[src/rtl/bcd_conv_scheduler.sv]
// bcd_conv_scheduler: round-robin time-sharing of one serial binary-to-BCD converter among N requesters.
module bcd_conv_scheduler #(
  parameter int N           = 4,
  parameter int CONV_CYCLES = 15,
  parameter int MAX_VAL     = 9999
) (
  input  logic              clk,
  input  logic              reset,
  input  logic [N-1:0]      req,
  input  logic [14*N-1:0]   bin_in,
  output logic              conv_start,
  output logic [13:0]       conv_in,
  input  logic [15:0]       conv_bcd,
  output logic [16*N-1:0]   bcd_out,
  output logic [N-1:0]      done,
  output logic [N-1:0]      clamped,
  output logic              busy,
  output logic [2:0]        grant_idx
);
  localparam int CW = $clog2(CONV_CYCLES + 1);
  typedef enum logic [1:0] {IDLE, START, WAIT, DONE} state_t;
  state_t          state_q, state_d;
  logic [2:0]      rr_q, rr_d, grant_q, grant_d, sel;
  logic [CW-1:0]   cnt_q, cnt_d;
  logic [13:0]     conv_in_q, conv_in_d, sel_bin;
  logic            sat_q, sat_d, found;
  logic [16*N-1:0] bcd_q, bcd_d;
  logic [N-1:0]    clamped_q, clamped_d;
  // first pending requester at or above rr_q, wrapping past N-1 to 0
  always_comb begin
    sel = '0;
    found = 1'b0;
    for (int k = 0; k < N; k++)
      if (!found && req[(int'(rr_q) + k) % N]) begin
        sel = 3'((int'(rr_q) + k) % N);
        found = 1'b1;
      end
  end
  assign sel_bin = bin_in[14*int'(sel) +: 14];
  always_comb begin
    state_d = state_q;
    rr_d = rr_q;
    grant_d = grant_q;
    cnt_d = cnt_q;
    conv_in_d = conv_in_q;
    sat_d = sat_q;
    bcd_d = bcd_q;
    clamped_d = clamped_q;
    case (state_q)
      IDLE:
        if (found) begin
          grant_d = sel;
          sat_d = int'(sel_bin) > MAX_VAL;
          conv_in_d = sat_d ? 14'(MAX_VAL) : sel_bin;
          state_d = START;
        end
      START: begin
        cnt_d = '0;
        state_d = WAIT;
      end
      WAIT: begin
        cnt_d = cnt_q + 1'b1;
        if (cnt_q == CW'(CONV_CYCLES - 1)) begin
          bcd_d[16*int'(grant_q) +: 16] = conv_bcd;
          clamped_d[grant_q] = sat_q;
          state_d = DONE;
        end
      end
      DONE: begin
        rr_d = (int'(grant_q) == N - 1) ? 3'd0 : grant_q + 3'd1;
        state_d = IDLE;
      end
      default: state_d = IDLE;
    endcase
  end
  always_ff @(posedge clk or posedge reset)
    if (reset) begin
      state_q <= IDLE;
      rr_q <= '0;
      grant_q <= '0;
      cnt_q <= '0;
      conv_in_q <= '0;
      sat_q <= 1'b0;
      bcd_q <= '0;
      clamped_q <= '0;
    end else begin
      state_q <= state_d;
      rr_q <= rr_d;
      grant_q <= grant_d;
      cnt_q <= cnt_d;
      conv_in_q <= conv_in_d;
      sat_q <= sat_d;
      bcd_q <= bcd_d;
      clamped_q <= clamped_d;
    end
  assign conv_start = state_q == START;
  assign busy = state_q != IDLE;
  assign done = (state_q == DONE) ? N'(1) << grant_q : '0;
  assign conv_in = conv_in_q;
  assign bcd_out = bcd_q;
  assign clamped = clamped_q;
  assign grant_idx = grant_q;
endmodule

[config.mk]
export PLATFORM = sky130hd
export DESIGN_NAME = bcd_conv_scheduler
export DESIGN_NICKNAME = d
export VERILOG_FILES = /design/src/rtl/bcd_conv_scheduler.sv
export SDC_FILE = /design/constraint.sdc
export NUM_CORES = 1
export LEC_CHECK = 0
export BUFFER_PORTS_ARGS = -buffer_cell sky130_fd_sc_hd__clkbuf_2
export CAP_MARGIN = 15
export CORE_MARGIN = 3
export CORE_UTILIZATION = 45
export DETAILED_ROUTE_END_ITERATION = 12
export PLACE_DENSITY = 0.79
export SLEW_MARGIN = 40
export SYNTH_ARGS = -nofsm -noshare
export SYNTH_HDL_FRONTEND = slang
export SYNTH_SLANG_ARGS = --single-unit
[constraint.sdc]
create_clock -name clk -period 2.9 [get_ports clk]
set_input_delay 0.58 -clock clk [delete_from_list [all_inputs] [get_ports clk]]
set_output_delay 0.58 -clock clk [all_outputs]
set_load 0.01 [all_outputs]
### Yosys cells after proc, flatten, opt, wreduce, memory -nomap -nowiden

Cells that the tools add are included.

| operators by class | value |
|---|---|
| add/subtract/negate cells | 6 |
| multipliers | 1 |
| $lt $le $gt $ge | 7 |
| equality and inequality tests | 7 |
| shift-type cells | 4 |
| multiplexer cells | 30 |
| bitwise logic cells | 3 |
| reductions and logical operators | 16 |

Operators by type and width:

| operator | number |
|---|---|
| 64-bit bitwise mux | 1 |
| 16-bit by 33-bit variable shift with 64-bit output, first input constant | 1 |
| 16-bit by 33-bit indexed part select with 64-bit output | 1 |
| 56-bit by 8-bit indexed part select with 14-bit output | 1 |
| 7-bit negation with 33-bit output | 1 |
| 14-bit > comparator, second input constant | 1 |
| 14-bit 2-to-1 mux | 1 |
| 3-bit by 4-bit less-than comparator with 1-bit output, second input constant | 3 |
| 1-bit 2-to-1 mux | 12 |
| 3-bit 2-to-1 mux | 3 |
| 1-bit binary-select mux with 2-bit select | 4 |
| 2-bit 2-to-1 mux | 4 |
| 2-bit case mux with 4 select lines | 1 |
| 4-bit case mux with 2 select lines | 1 |
| 3-bit by 3-bit multiplier with 6-bit output, first input constant | 1 |
| 2-bit AND reduction | 3 |
| 2-bit OR reduction | 3 |
| 2-bit by 1-bit adder with 2-bit output, second input constant | 2 |
| 2-bit adder, second input constant | 2 |
| 4-bit by 1-bit adder with 4-bit output, second input constant | 1 |
| 4-bit bitwise mux | 1 |
| 2-bit == test, second input constant | 2 |
| 4-bit == test, second input constant | 1 |
| 1-bit logical AND | 4 |
| 13 further kinds | 19 |

| storage, ports and cells | value |
|---|---|
| register bits after elaboration | 94 |
| output and inout bits | 91 |

### Longest topological paths before layout

Gate-level depths: netlist of run 1.

| depth | value |
|---|---|
| depth in word-level cells | 18 |
| mapped depth | 10 |
| depth with buffers taken out | 9 |

### Least setup slack after synthesis of run 1

Ideal clock, no wire load.

| path | value |
|---|---|
| path type | input to register |
| from | input req[1] |
| to | register conv_in_q[0] (netlist: conv_in[0]) |
| setup time | 126 ps |
| data arrival time | 2,151 ps |
| required time | 2,774 ps |
| setup slack | 623 ps |
| cell stages on the path | 9 |
| cells stage by stage | inv_1 -> o22ai_1 -> a211o_1 -> buf_2 -> or2_1 -> o22ai_2 -> a21o_1 -> a21boi_4 -> a21oi_2 |

| on the way | value |
|---|---|
| longest elaborated chain between the ends | 16 |
| elaborated cells between the ends (all ways) | 30 |
| those cells by class | mul (1); order compare (1); shift (1); mux (20); reduce/logical (7) |

Ends and longest elaborated chain:

| what | line | RTL |
|---|---|---|
| start, declared | 9 | `input logic [N-1:0] req,` |
| 1-bit binary-select mux with 2-bit select | 34 | `if (!found && req[(int'(rr_q) + k) % N]) begin` |
| 1-bit 2-to-1 mux (not written as such) | 34 |  |
| 1-bit 2-to-1 mux | 34 |  |
| 1-bit logical NOT | 34 |  |
| 1-bit logical AND | 34 |  |
| 1-bit 2-to-1 mux | 34 |  |
| 1-bit logical NOT | 34 |  |
| 1-bit logical AND | 34 |  |
| 1-bit 2-to-1 mux | 34 |  |
| 1-bit logical NOT | 34 |  |
| 1-bit logical AND | 34 |  |
| 3-bit 2-to-1 mux | 34 |  |
| 3-bit by 3-bit multiplier with 6-bit output | 39 | `assign sel_bin = bin_in[14*int'(sel) +: 14];` |
| 56-bit by 8-bit indexed part select with 14-bit output | 39 |  |
| 14-bit > comparator | 53 | `sat_d = int'(sel_bin) > MAX_VAL;` |
| 14-bit 2-to-1 mux | 54 | `conv_in_d = sat_d ? 14'(MAX_VAL) : sel_bin;` |
| end signal, assigned | 91 | `conv_in_q <= conv_in_d;` |
| end, declared | 25 | `logic [13:0] conv_in_q, conv_in_d, sel_bin;` |

Several ways; a longest one is shown, not always the timed one. The select of a mux whose other input is x is not followed.
A chain may end at the register's enable or synchronous reset.

### Final worst setup path of run 1

| path | value |
|---|---|
| from | register rr_q[1] |
| to | register conv_in_q[0] (netlist: conv_in[0]) |

| on the way | value |
|---|---|
| longest elaborated chain between the ends | 16 |
| elaborated cells between the ends (all ways) | 39 |
| those cells by class | add/sub (3); mul (1); order compare (1); shift (1); mux (20); bitwise (3); reduce/logical (10) |

Ends and longest elaborated chain:

| what | line | RTL |
|---|---|---|
| start, declared | 23 | `logic [2:0] rr_q, rr_d, grant_q, grant_d, sel;` |
| start signal, assigned | 88 | `rr_q <= rr_d;` |
| 2-bit by 1-bit adder with 2-bit output or 1-bit binary-select mux with 2-bit select (tied branches) | 34, 35 |  |
| 1-bit binary-select mux with 2-bit select or 1-bit 2-to-1 mux (tied branches) | 34 |  |
| 1-bit 2-to-1 mux (not written as such) | 34 |  |
| 1-bit 2-to-1 mux (not written as such) or 1-bit logical NOT (tied branches) | 34 |  |
| 1-bit logical AND | 34 |  |
| 1-bit 2-to-1 mux | 34 |  |
| 1-bit logical NOT | 34 |  |
| 1-bit logical AND | 34 |  |
| 1-bit 2-to-1 mux | 34 |  |
| 1-bit logical NOT | 34 |  |
| 1-bit logical AND | 34 |  |
| 3-bit 2-to-1 mux | 34 |  |
| 3-bit by 3-bit multiplier with 6-bit output | 39 |  |
| 56-bit by 8-bit indexed part select with 14-bit output | 39 |  |
| 14-bit > comparator | 53 |  |
| 14-bit 2-to-1 mux | 54 |  |

Several ways; a longest one is shown, not always the timed one. The select of a mux whose other input is x is not followed.

==> results.md, run 1 <==
* Status: finished, final reports clean
* Critical path's slowest cell: dfrtp_1
* Max Cap Viol at 0
* Highest clock rate at about 400 MHz
* Ys flop type: dfrtp_1
* Initial cell density of the core at 0.476
* CTS Buffer Depth at 2
* Launch point of the worst reg-to-reg path: rr_q[1]
* Final wirelength at ~11 mm
* Gr usage total at 0.207
* Fin. max-slew vios at 0
* First-pass GRT wire length at 18.7 mm
* CTS tree: built
* H-tree levels at 3
* CTS resizes at 0
* Number of synthesized flops with an enable pin at 0
* Seq/Total Area, Yosys at 0.515
* Syn_area_per_cell at ~9.4 um2
* Cell Pwr Density at 753 mW/mm2
* Placed cells at between 700 and 800
* Synth warn at 0
* Top-level I/O count at roughly 170
* Startpoint Class: flip-flop
* Commonest non-fill, non-tap cell in the layout: clkbuf_2
* Mapped Cells at around 480
* Synth Register Bits at 93
* Worst slew pin tran at 706 ps
* Netlist cell types at 38
* R2r worst-path depth at 9
* Clock Sinks at 93
* Ratio of final minimum period to clock period at 0.852
* First-pass detailed-route iteration total at 4
* Die Y at approximately 110 um
* Vias/cell at around 5.0
* Number of global-route vias before repair at between 3000 and 4000
* CTS Buf Count at 9
* # nets final at approximately 740
* CP max FO at 24
* Syn-to-layout area delta at 28.0%
* RSZ-0062 raised after global routing: no
* Largest net degree at the start of global routing at 38
* Clock transition at the registers of the reported paths at ~100 ps
* Violation count after the first detailed-route iteration at approximately 190
* Final Wtd Congestion at around 0.86
* CTS Root Cell: clkbuf_8
* CTS Hold Bufs at 0
* Die area at between 0.01 and 0.015 mm2
* Relative slew slack at 0.528
* Initial antenna violation count at 0
* DRC Markers at 0
* Setup violators final at 0
* GRT overflow at 0
* Static leakage at roughly 0.0029 uW
* Clk_lat worst skew at 370 ps
* R2R Setup Slk at roughly 430 ps
* Post-Layout Cell Count at 784
* Worst path cell trace: mux2i_1, o2bb2ai_2, nor2_8, buf_12, mux2_2, o22ai_1, a21o_1, a21boi_4, a21oi_2
* Fill count at 840
* Max VDD drop at 0.454 mV
* Arrival @ worst endpoint at roughly 2700 ps
* Post-route ant nets at 0
* Reg2Reg Capture Point: conv_in[0]
* Final Util at 0.609
* Buffers on Ports at ~170
* WL/cell at ~15 um
* Final count of hold timing violations at 0
* Layout cells sized above 1 at 0.359
* Setup TNS at 0 ps
* Post-CTS Setup Bufs at 0
* FFs w/ async S/R, synth at 1.00
* Critical path required time at ~3200 ps
* Die width at roughly 110 um
* Crit path time final at approximately 2500 ps
* Worst setup EP type: flip-flop
* Syn nets at between 500 and 600
* Rows at 35
* DP HPWL at 8.97 mm
* Via count of the routed design at slightly below 4000
* CP peak stage delay at between 400 and 500 ps
* Core Area at 0.00950 mm2
* Hold Crit Class: input port to async pin
* Mapped Area at between 0.004 and 0.005 mm2
* Critical path class: flip-flop to flip-flop
* Leading cell types in the layout, fill and taps excluded: clkbuf_2, nand2_1, dfrtp_1
* N_diodes at 0
* Clock skew at just over 10 ps
-- critical path: cells and delay by family, from the launching register on --
kind / cells / cell delay (ps)
buf+inv: 1 / 210
flops: 1 / 480
compound gates: 5 / 940
simple gates: 1 / 180
mux: 2 / 540
-- cell type report --
type,count,area [um2],share of cell area
timing repair buffer,181,978,0.169
clock inverter,7,92.6,0.0160
inverter,12,48.8,0.00844
tap,129,161,0.0279
sequential,93,2330,0.402
clock buffer,9,124,0.0214
multi-input combinational,353,2050,0.355
-- metrics by stage --
stage | setup WS (ps) | area [um2] | total power [uW] | hold slack (ps)
after floorplan | 623 | 4520 | 2850 | 451
after global placement | 353 | 5570 | 3370 | 460
after detailed placement | 240 | 5570 | 3450 | 470
after CTS | 435 | 5780 | 4390 | 310
after global routing | 317 | 5780 | 4670 | 338
final | 430 | 5780 | 4350 | 300
-- Yosys cell counts, types with 2 or more instances --
library cell	count	share of area
a21oi_1	6	0.0066
a21oi_2	5	0.0097
and2_1	4	0.0055
buf_2	2	0.0022
buf_4	2	0.0033
clkbuf_1	19	0.016
dfrtp_1	93	0.51
ha_1	14	0.039
inv_1	12	0.010
mux2_2	22	0.055
mux2i_1	22	0.049
nand2_1	155	0.13
nand2b_1	3	0.0042
nand3_1	3	0.0033
nor2_1	16	0.013
nor3b_1	3	0.0050
o21ai_0	76	0.084
o21ai_1	4	0.0044
o22ai_1	2	0.0028
-- metal layers --
layer	global-route usage	routed length [um]
met4	0.0435	139
met3	0.0486	755
met1	0.254	4730
met2	0.369	5830
met5	0	0
-- power breakdown --
| part | internal [uW] | switching, uW | leakage [uW] |
|---|---|---|---|
| Sequential | 1480 | 171 | 0.000979 |
| Combinational | 750 | 1020 | 0.00182 |
| Clock | 421 | 508 | 0.000109 |
-- worst max-delay path by stage --
stage / from / endpoint / slack [ps] / cells past startpoint
finish: rr_q[1] / conv_in[0] / 430 / 9
global route: rr_q[1] / conv_in[0] / 320 / 9
CTS: rr_q[1] / conv_in[0] / 430 / 9
detailed placement: req[3] / conv_in[0] / 240 / 10
global placement: req[3] / conv_in[0] / 350 / 10
floorplan: req[1] / conv_in[0] / 620 / 9
-- cells by family (layout without fill, tap and decap cells) --
kind of cell,after synthesis,in the layout,synth area share
muxes,44,44,0.104
AOI/OAI and AO/OA,101,101,0.127
other,1,1,0.000830
buffers and inverters,36,209,0.0357
and+or+nand+nor,193,193,0.179
adders and majority gates,14,14,0.0388
DFF,93,93,0.515
-- flip-flops by register name (all words and copies together) (netlist names) --
name,count
state_q,2
sat_q,1
bcd_out,64
grant_idx,2
rr_q,2
conv_in,14
clamped,4
cnt_q,4
(Power assumes the default switching activity.)
==> run 2: changes to the inputs <==
--- a/config.mk
+++ b/config.mk
@@ -7,6 +7,7 @@
 export LEC_CHECK = 0
 export BUFFER_PORTS_ARGS = -buffer_cell sky130_fd_sc_hd__clkbuf_2
 export CAP_MARGIN = 15
+export CORE_ASPECT_RATIO = 2
 export CORE_MARGIN = 3
 export CORE_UTILIZATION = 45
 export DETAILED_ROUTE_END_ITERATION = 12
==> results.md, run 2 (synthesis gave the netlist of run 1 again) <==
* Cell area after placement at 0.00550 mm2 (-1.1%)
* H-tree levels at 3 (unchanged)
* CP max FO at 15 (-38%)
* Buffers on Ports at 167 (unchanged)
* Ratio of final minimum period to clock period at 0.872 (+0.0200)
* Hold Crit Class: input port to async pin
* DP HPWL at 10.1 mm (+13%)
* Pre-CTS setup slack at 166 ps (-73.6 ps)
* Core Area at 0.00976 mm2 (+2.7%)
* WHS at 297 ps (-3.67 ps)
* Worst slew pin tran at 691 ps (-15.1 ps)
* Die area at 0.0114 mm2 (+0.64%)
* N_diodes at 0 (unchanged)
* Arrival @ worst endpoint at 2740 ps (+20 ps)
* Post-CTS Setup Bufs at 0 (unchanged)
* CTS resizes at 0 (unchanged)
* Fin. max-slew vios at 0 (unchanged)
* CTS Buf Count at 9 (unchanged)
* CTS Hold Bufs at 0 (unchanged)
* WL/cell at 15.8 um (+8.4%)
* Clock transition at the registers of the reported paths at 70 ps (-30 ps)
* CP Launch Point: rr_q[1]
* Initial cell density of the core at 0.463 (-0.0127)
* Design area at 0.00580 mm2 (+0.22%)
* Post-route ant nets at 0 (unchanged)
* Relative slew slack at 0.538 (+0.00936)
* Final wirelength at 12.4 mm (+8.4%)
* DRC Markers at 0 (unchanged)
* Max Cap Viol at 0 (unchanged)
* # nets final at 739 (-0.40%)
* Status: finished, final reports clean
* Setup TNS at 0 ps (unchanged)
* CTS Buffer Depth at 2 (unchanged)
* Launch point of the worst reg-to-reg path: rr_q[1]
* Worst setup EP type: flip-flop
* Critical path required time at 3110 ps (-40 ps)
* CTS tree: built
* Crit path time final at 2530 ps (+58.0 ps)
* First-pass GRT wire length at 20.1 mm (+7.3%)
* Rows at 51 (+46%)
* Violation count after the first detailed-route iteration at 191 (+3.2%)
* Via count of the routed design at 4059 (+3.3%)
* Max VDD drop at 0.528 mV (+16%)
* Max reg flops at 64 (unchanged)
* Highest clock rate at 396 MHz (-2.3%)
* R2R Setup Slk at 370 ps (-60 ps)
* First-pass detailed-route iteration total at 4 (unchanged)
* Critical path class: flip-flop to flip-flop
* Number of global-route vias before repair at 4139 (+8.1%)
* Setup violators final at 0 (unchanged)
* Top-level I/O count at 169 (unchanged)
* Clock skew at 7.65 ps (-2.69 ps)
* CTS Root Cell: clkbuf_16
* RSZ-0062 raised after global routing: no
* Vias/cell at 5.18 (+3.3%)
* Largest net degree at the start of global routing at 43 (+13%)
* CP endpoint: conv_in[0]
* Final Wtd Congestion at 0.863 (-0.10%)
* Leading cell types in the layout, fill and taps excluded: clkbuf_2, nand2_1, dfrtp_1
* Commonest non-fill, non-tap cell in the layout: clkbuf_2
* R2r worst-path depth at 9 (unchanged)
* Fill count at 833 (-0.83%)
* Cell Pwr Density at 782 mW/mm2 (+3.8%)
* Gr usage total at 0.226 (+0.0194)
* Layout cells sized above 1 at 0.354 (-0.00448)
* Reg2Reg Capture Point: conv_in[0]
* Startpoint Class: flip-flop
* Initial antenna violation count at 0 (unchanged)
* Clk_lat worst skew at 340 ps (-30 ps)
* Clock Sinks at 93 (unchanged)
* GRT overflow at 0 (unchanged)
* Syn-to-layout area delta at 28.2%
* Multi-input gate area at 0.00204 mm2 (-0.49%)
* Final Util at 0.594 (-0.0149)
* FF+latch area at 0.00233 mm2 (unchanged)
* Die width at 76.9 um (-28%)
* Die Y at 148 um (+39%)
* Final count of hold timing violations at 0 (unchanged)
* Post-route setup slack at 372 ps (-58.0 ps)
* Static leakage at 0.00291 uW (+0.12%)
==> run 2: cell count changes in the layout (fill, tap and decap cells not counted), moves of 3 or more <==
cell and delta:
nor3b_2 -3, nand2_2 +4, nor3b_1 +3, clkbuf_8 -9, clkbuf_16 +9, nand2_1 -4
==> run 2: stage by stage <==
step	power [uW]	cells
3_3_place_gp	3370	768
2_1_floorplan	2850	482
4_1_cts	4570	784
3_5_place_dp	3450	768
6_report	4530	784
5_1_grt	4830	784
==> run 2: per-layer routing <==
layer  up-vias  GRT usage  wire (um)  part of all wire
met5         -          0          0                 0
met4         0      0.119        612             0.049
met3        40     0.0512        854             0.069
met2       207      0.434       6860              0.55
met1      1879      0.217       4090              0.33
li1       1933          -          -                 -
==> run 2: layout make-up <==
class	count	share of cell area
clock buffers	10	0.0395
clock inverters	6	0.00928
inverters	12	0.00842
multi-input cells	353	0.352
flip-flops and latches	93	0.402
well taps	132	0.0285
repair buffers	178	0.161
==> run 2: worst min path at each step <==
stage,from,endpoint
after global routing,reset,bcd_out[7]
after global placement,bcd_out[35],bcd_out[35]
after detailed placement,bcd_out[22],bcd_out[22]
final,reset,bcd_out[0]
after CTS,reset,bcd_out[7]
after floorplan,cnt_q[3],cnt_q[3]
==> run 2: critical path, cell delays in order, from the launching register on <==
cell       delay (ps)
dfrtp_1           470
mux2i_1           170
o2bb2ai_2         180
nor2_8            300
buf_4             300
mux2i_1           240
mux2_2            200
nand4_1           170
a21boi_4          290
a21oi_2            90
==> run 2: power breakdown <==
group	switching (uW)	internal (uW)	leakage, uW
registers	159	1480	0.000979
logic	1040	736	0.00180
clock network	511	598	0.000136
==> run 3: changes to the inputs <==
--- a/config.mk
+++ b/config.mk
@@ -12,6 +12,7 @@
 export CORE_UTILIZATION = 45
 export DETAILED_ROUTE_END_ITERATION = 12
 export PLACE_DENSITY = 0.79
+export RECOVER_POWER = 50
 export SLEW_MARGIN = 40
 export SYNTH_ARGS = -nofsm -noshare
 export SYNTH_HDL_FRONTEND = slang
==> results.md, run 3 (synthesis gave the netlist of run 1 again) <==
* First-pass detailed-route iteration total at 4 (unchanged)
* Arrival @ worst endpoint at 2740 ps (about the same)
* Largest net degree at the start of global routing at 43 (unchanged)
* Critical path required time at 3120 ps (about the same)
* Final wirelength at 12.5 mm (+0.56%)
* Syn-to-layout area delta at 26.7%
* DP HPWL at 10.1 mm (unchanged)
* Number of global-route vias before repair at 4139 (unchanged)
* Fin. max-slew vios at 0 (unchanged)
* Hold Crit Class: input port to async pin
* Buffers on Ports at 167 (unchanged)
* WHS at 441 ps (+144 ps)
* Initial cell density of the core at 0.463 (unchanged)
* CTS Root Cell: clkbuf_16
* FF+latch area at 0.00233 mm2 (unchanged)
* Leading cell types in the layout, fill and taps excluded: nand2_1, clkbuf_2, dfrtp_1
* Multi-input gate area at 0.00204 mm2 (unchanged)
* CTS Buf Count at 9 (unchanged)
* Gr usage total at 0.226 (unchanged)
* Crit path time final at 2530 ps (-1.26 ps)
* Layout cells sized above 1 at 0.291 (-0.0629)
* H-tree levels at 3 (unchanged)
* CTS resizes at 0 (unchanged)
* GRT overflow at 0 (unchanged)
* CP max FO at 15 (unchanged)
* Max VDD drop at 0.521 mV (-1.2%)
* Clk_lat worst skew at 340 ps (about the same)
* Setup violators final at 0 (unchanged)
* Final count of hold timing violations at 0 (unchanged)
* Highest clock rate at 396 MHz (about the same)
* Rows at 51 (unchanged)
* Launch point of the worst reg-to-reg path: rr_q[1]
* RSZ-0062 raised after global routing: no
* Violation count after the first detailed-route iteration at 219 (+15%)
* Post-CTS Setup Bufs at 0 (unchanged)
* Cell Pwr Density at 789 mW/mm2 (+0.97%)
* DRC Markers at 0 (unchanged)
* Die area at 0.0114 mm2 (unchanged)
* Core Area at 0.00976 mm2 (unchanged)
* Final Wtd Congestion at 0.863 (unchanged)
* R2R Setup Slk at 370 ps (about the same)
* N_diodes at 0 (unchanged)
* Startpoint Class: flip-flop
* Worst slew pin tran at 1370 ps (+683 ps)
* Vias/cell at 5.17 (-0.22%)
* Top-level I/O count at 169 (unchanged)
* First-pass GRT wire length at 20.1 mm (unchanged)
* Die width at 76.9 um (unchanged)
* Clock Sinks at 93 (unchanged)
* Max reg flops at 64 (unchanged)
* Die Y at 148 um (unchanged)
* Commonest non-fill, non-tap cell in the layout: nand2_1
* Final Util at 0.586 (-0.00731)
* Overall power at 4520 uW (-0.27%)
* WL/cell at 15.9 um (+0.56%)
* Post-route ant nets at 0 (unchanged)
* Status: finished, final reports clean
* Fill count at 857 (+2.9%)
* Max Cap Viol at 0 (unchanged)
* CTS Hold Bufs at 0 (unchanged)
* Static leakage at 0.00280 uW (-4.0%)
* Initial antenna violation count at 0 (unchanged)
* R2r worst-path depth at 9 (unchanged)
* Worst setup EP type: flip-flop
* CTS tree: built
* CTS Buffer Depth at 2 (unchanged)
* # nets final at 739 (unchanged)
* Setup TNS at 0 ps (unchanged)
* Critical path class: flip-flop to flip-flop
* Relative slew slack at 0.0840 (-0.454)
* Clock skew at 8.02 ps (+0.367 ps)
* Ratio of final minimum period to clock period at 0.871 (about the same)
* Reg2Reg Capture Point: conv_in[0]
* Via count of the routed design at 4050 (-0.22%)
* Clock transition at the registers of the reported paths at 70 ps (about the same)
[run 3: cell count changes in the layout (fill, tap and decap cells not counted)]
cell | previous run | this run
clkinvlp_2 | 0 | 1
clkbuf_1 | 1 | 42
clkinvlp_4 | 2 | 1
buf_4 | 10 | 9
buf_12 | 1 | 0
clkbuf_2 | 167 | 128
[run 3: worst max path at each step]
stage	start	endpoint	slack [ps]	depth (start not counted)
after floorplan	req[1]	conv_in[0]	620	9
after global routing	rr_q[1]	conv_in[0]	270	9
final	rr_q[1]	conv_in[0]	370	9
after global placement	req[3]	conv_in[0]	330	10
after CTS	state_q[0]	bcd_out[40]	360	7
after detailed placement	req[3]	conv_in[0]	170	10
[run 3: area by class of cell]
class / instances / area share
Sequential cell: 93 / 0.407
Multi-Input combinational cell: 353 / 0.357
Timing Repair Buffer: 178 / 0.151
Clock buffer: 10 / 0.0400
Tap cell: 132 / 0.0289
Clock inverter: 6 / 0.00940
Inverter: 12 / 0.00809
[run 3: power breakdown]
part / total, uW / leakage (uW) / switching [uW] / internal, uW
registers: 1640 / 0.000979 / 158 / 1480
logic: 1770 / 0.00168 / 1050 / 721
clock network: 1110 / 0.000136 / 511 / 598
total: 4520 / 0.00280 / 1720 / 2800
[run 3: critical path, stage by stage (launching register included)]
cell and delay, ps:
dfrtp_1 470, mux2i_1 170, o2bb2ai_2 180, nor2_8 290
buf_4 300, mux2i_1 240, mux2_2 200, nand4_1 170
a21boi_4 290, a21oi_2 90
[run 3: metrics by stage]
step	instance area [um2]	setup slack [ps]	instances
finish	5720	373	784
floorplan	4520	623	482
detailed placement	5500	166	768
CTS	5790	359	784
global route	5720	269	784
global placement	5500	335	768
[run 3: metal layers]
| layer | global-route usage | up-vias | wire [um] |
|---|---|---|---|
| li1 | - | 1936 | - |
| met1 | 0.217 | 1871 | 4160 |
| met2 | 0.434 | 203 | 6830 |
| met3 | 0.0512 | 40 | 904 |
| met4 | 0.119 | 0 | 587 |
| met5 | 0 | - | 0 |
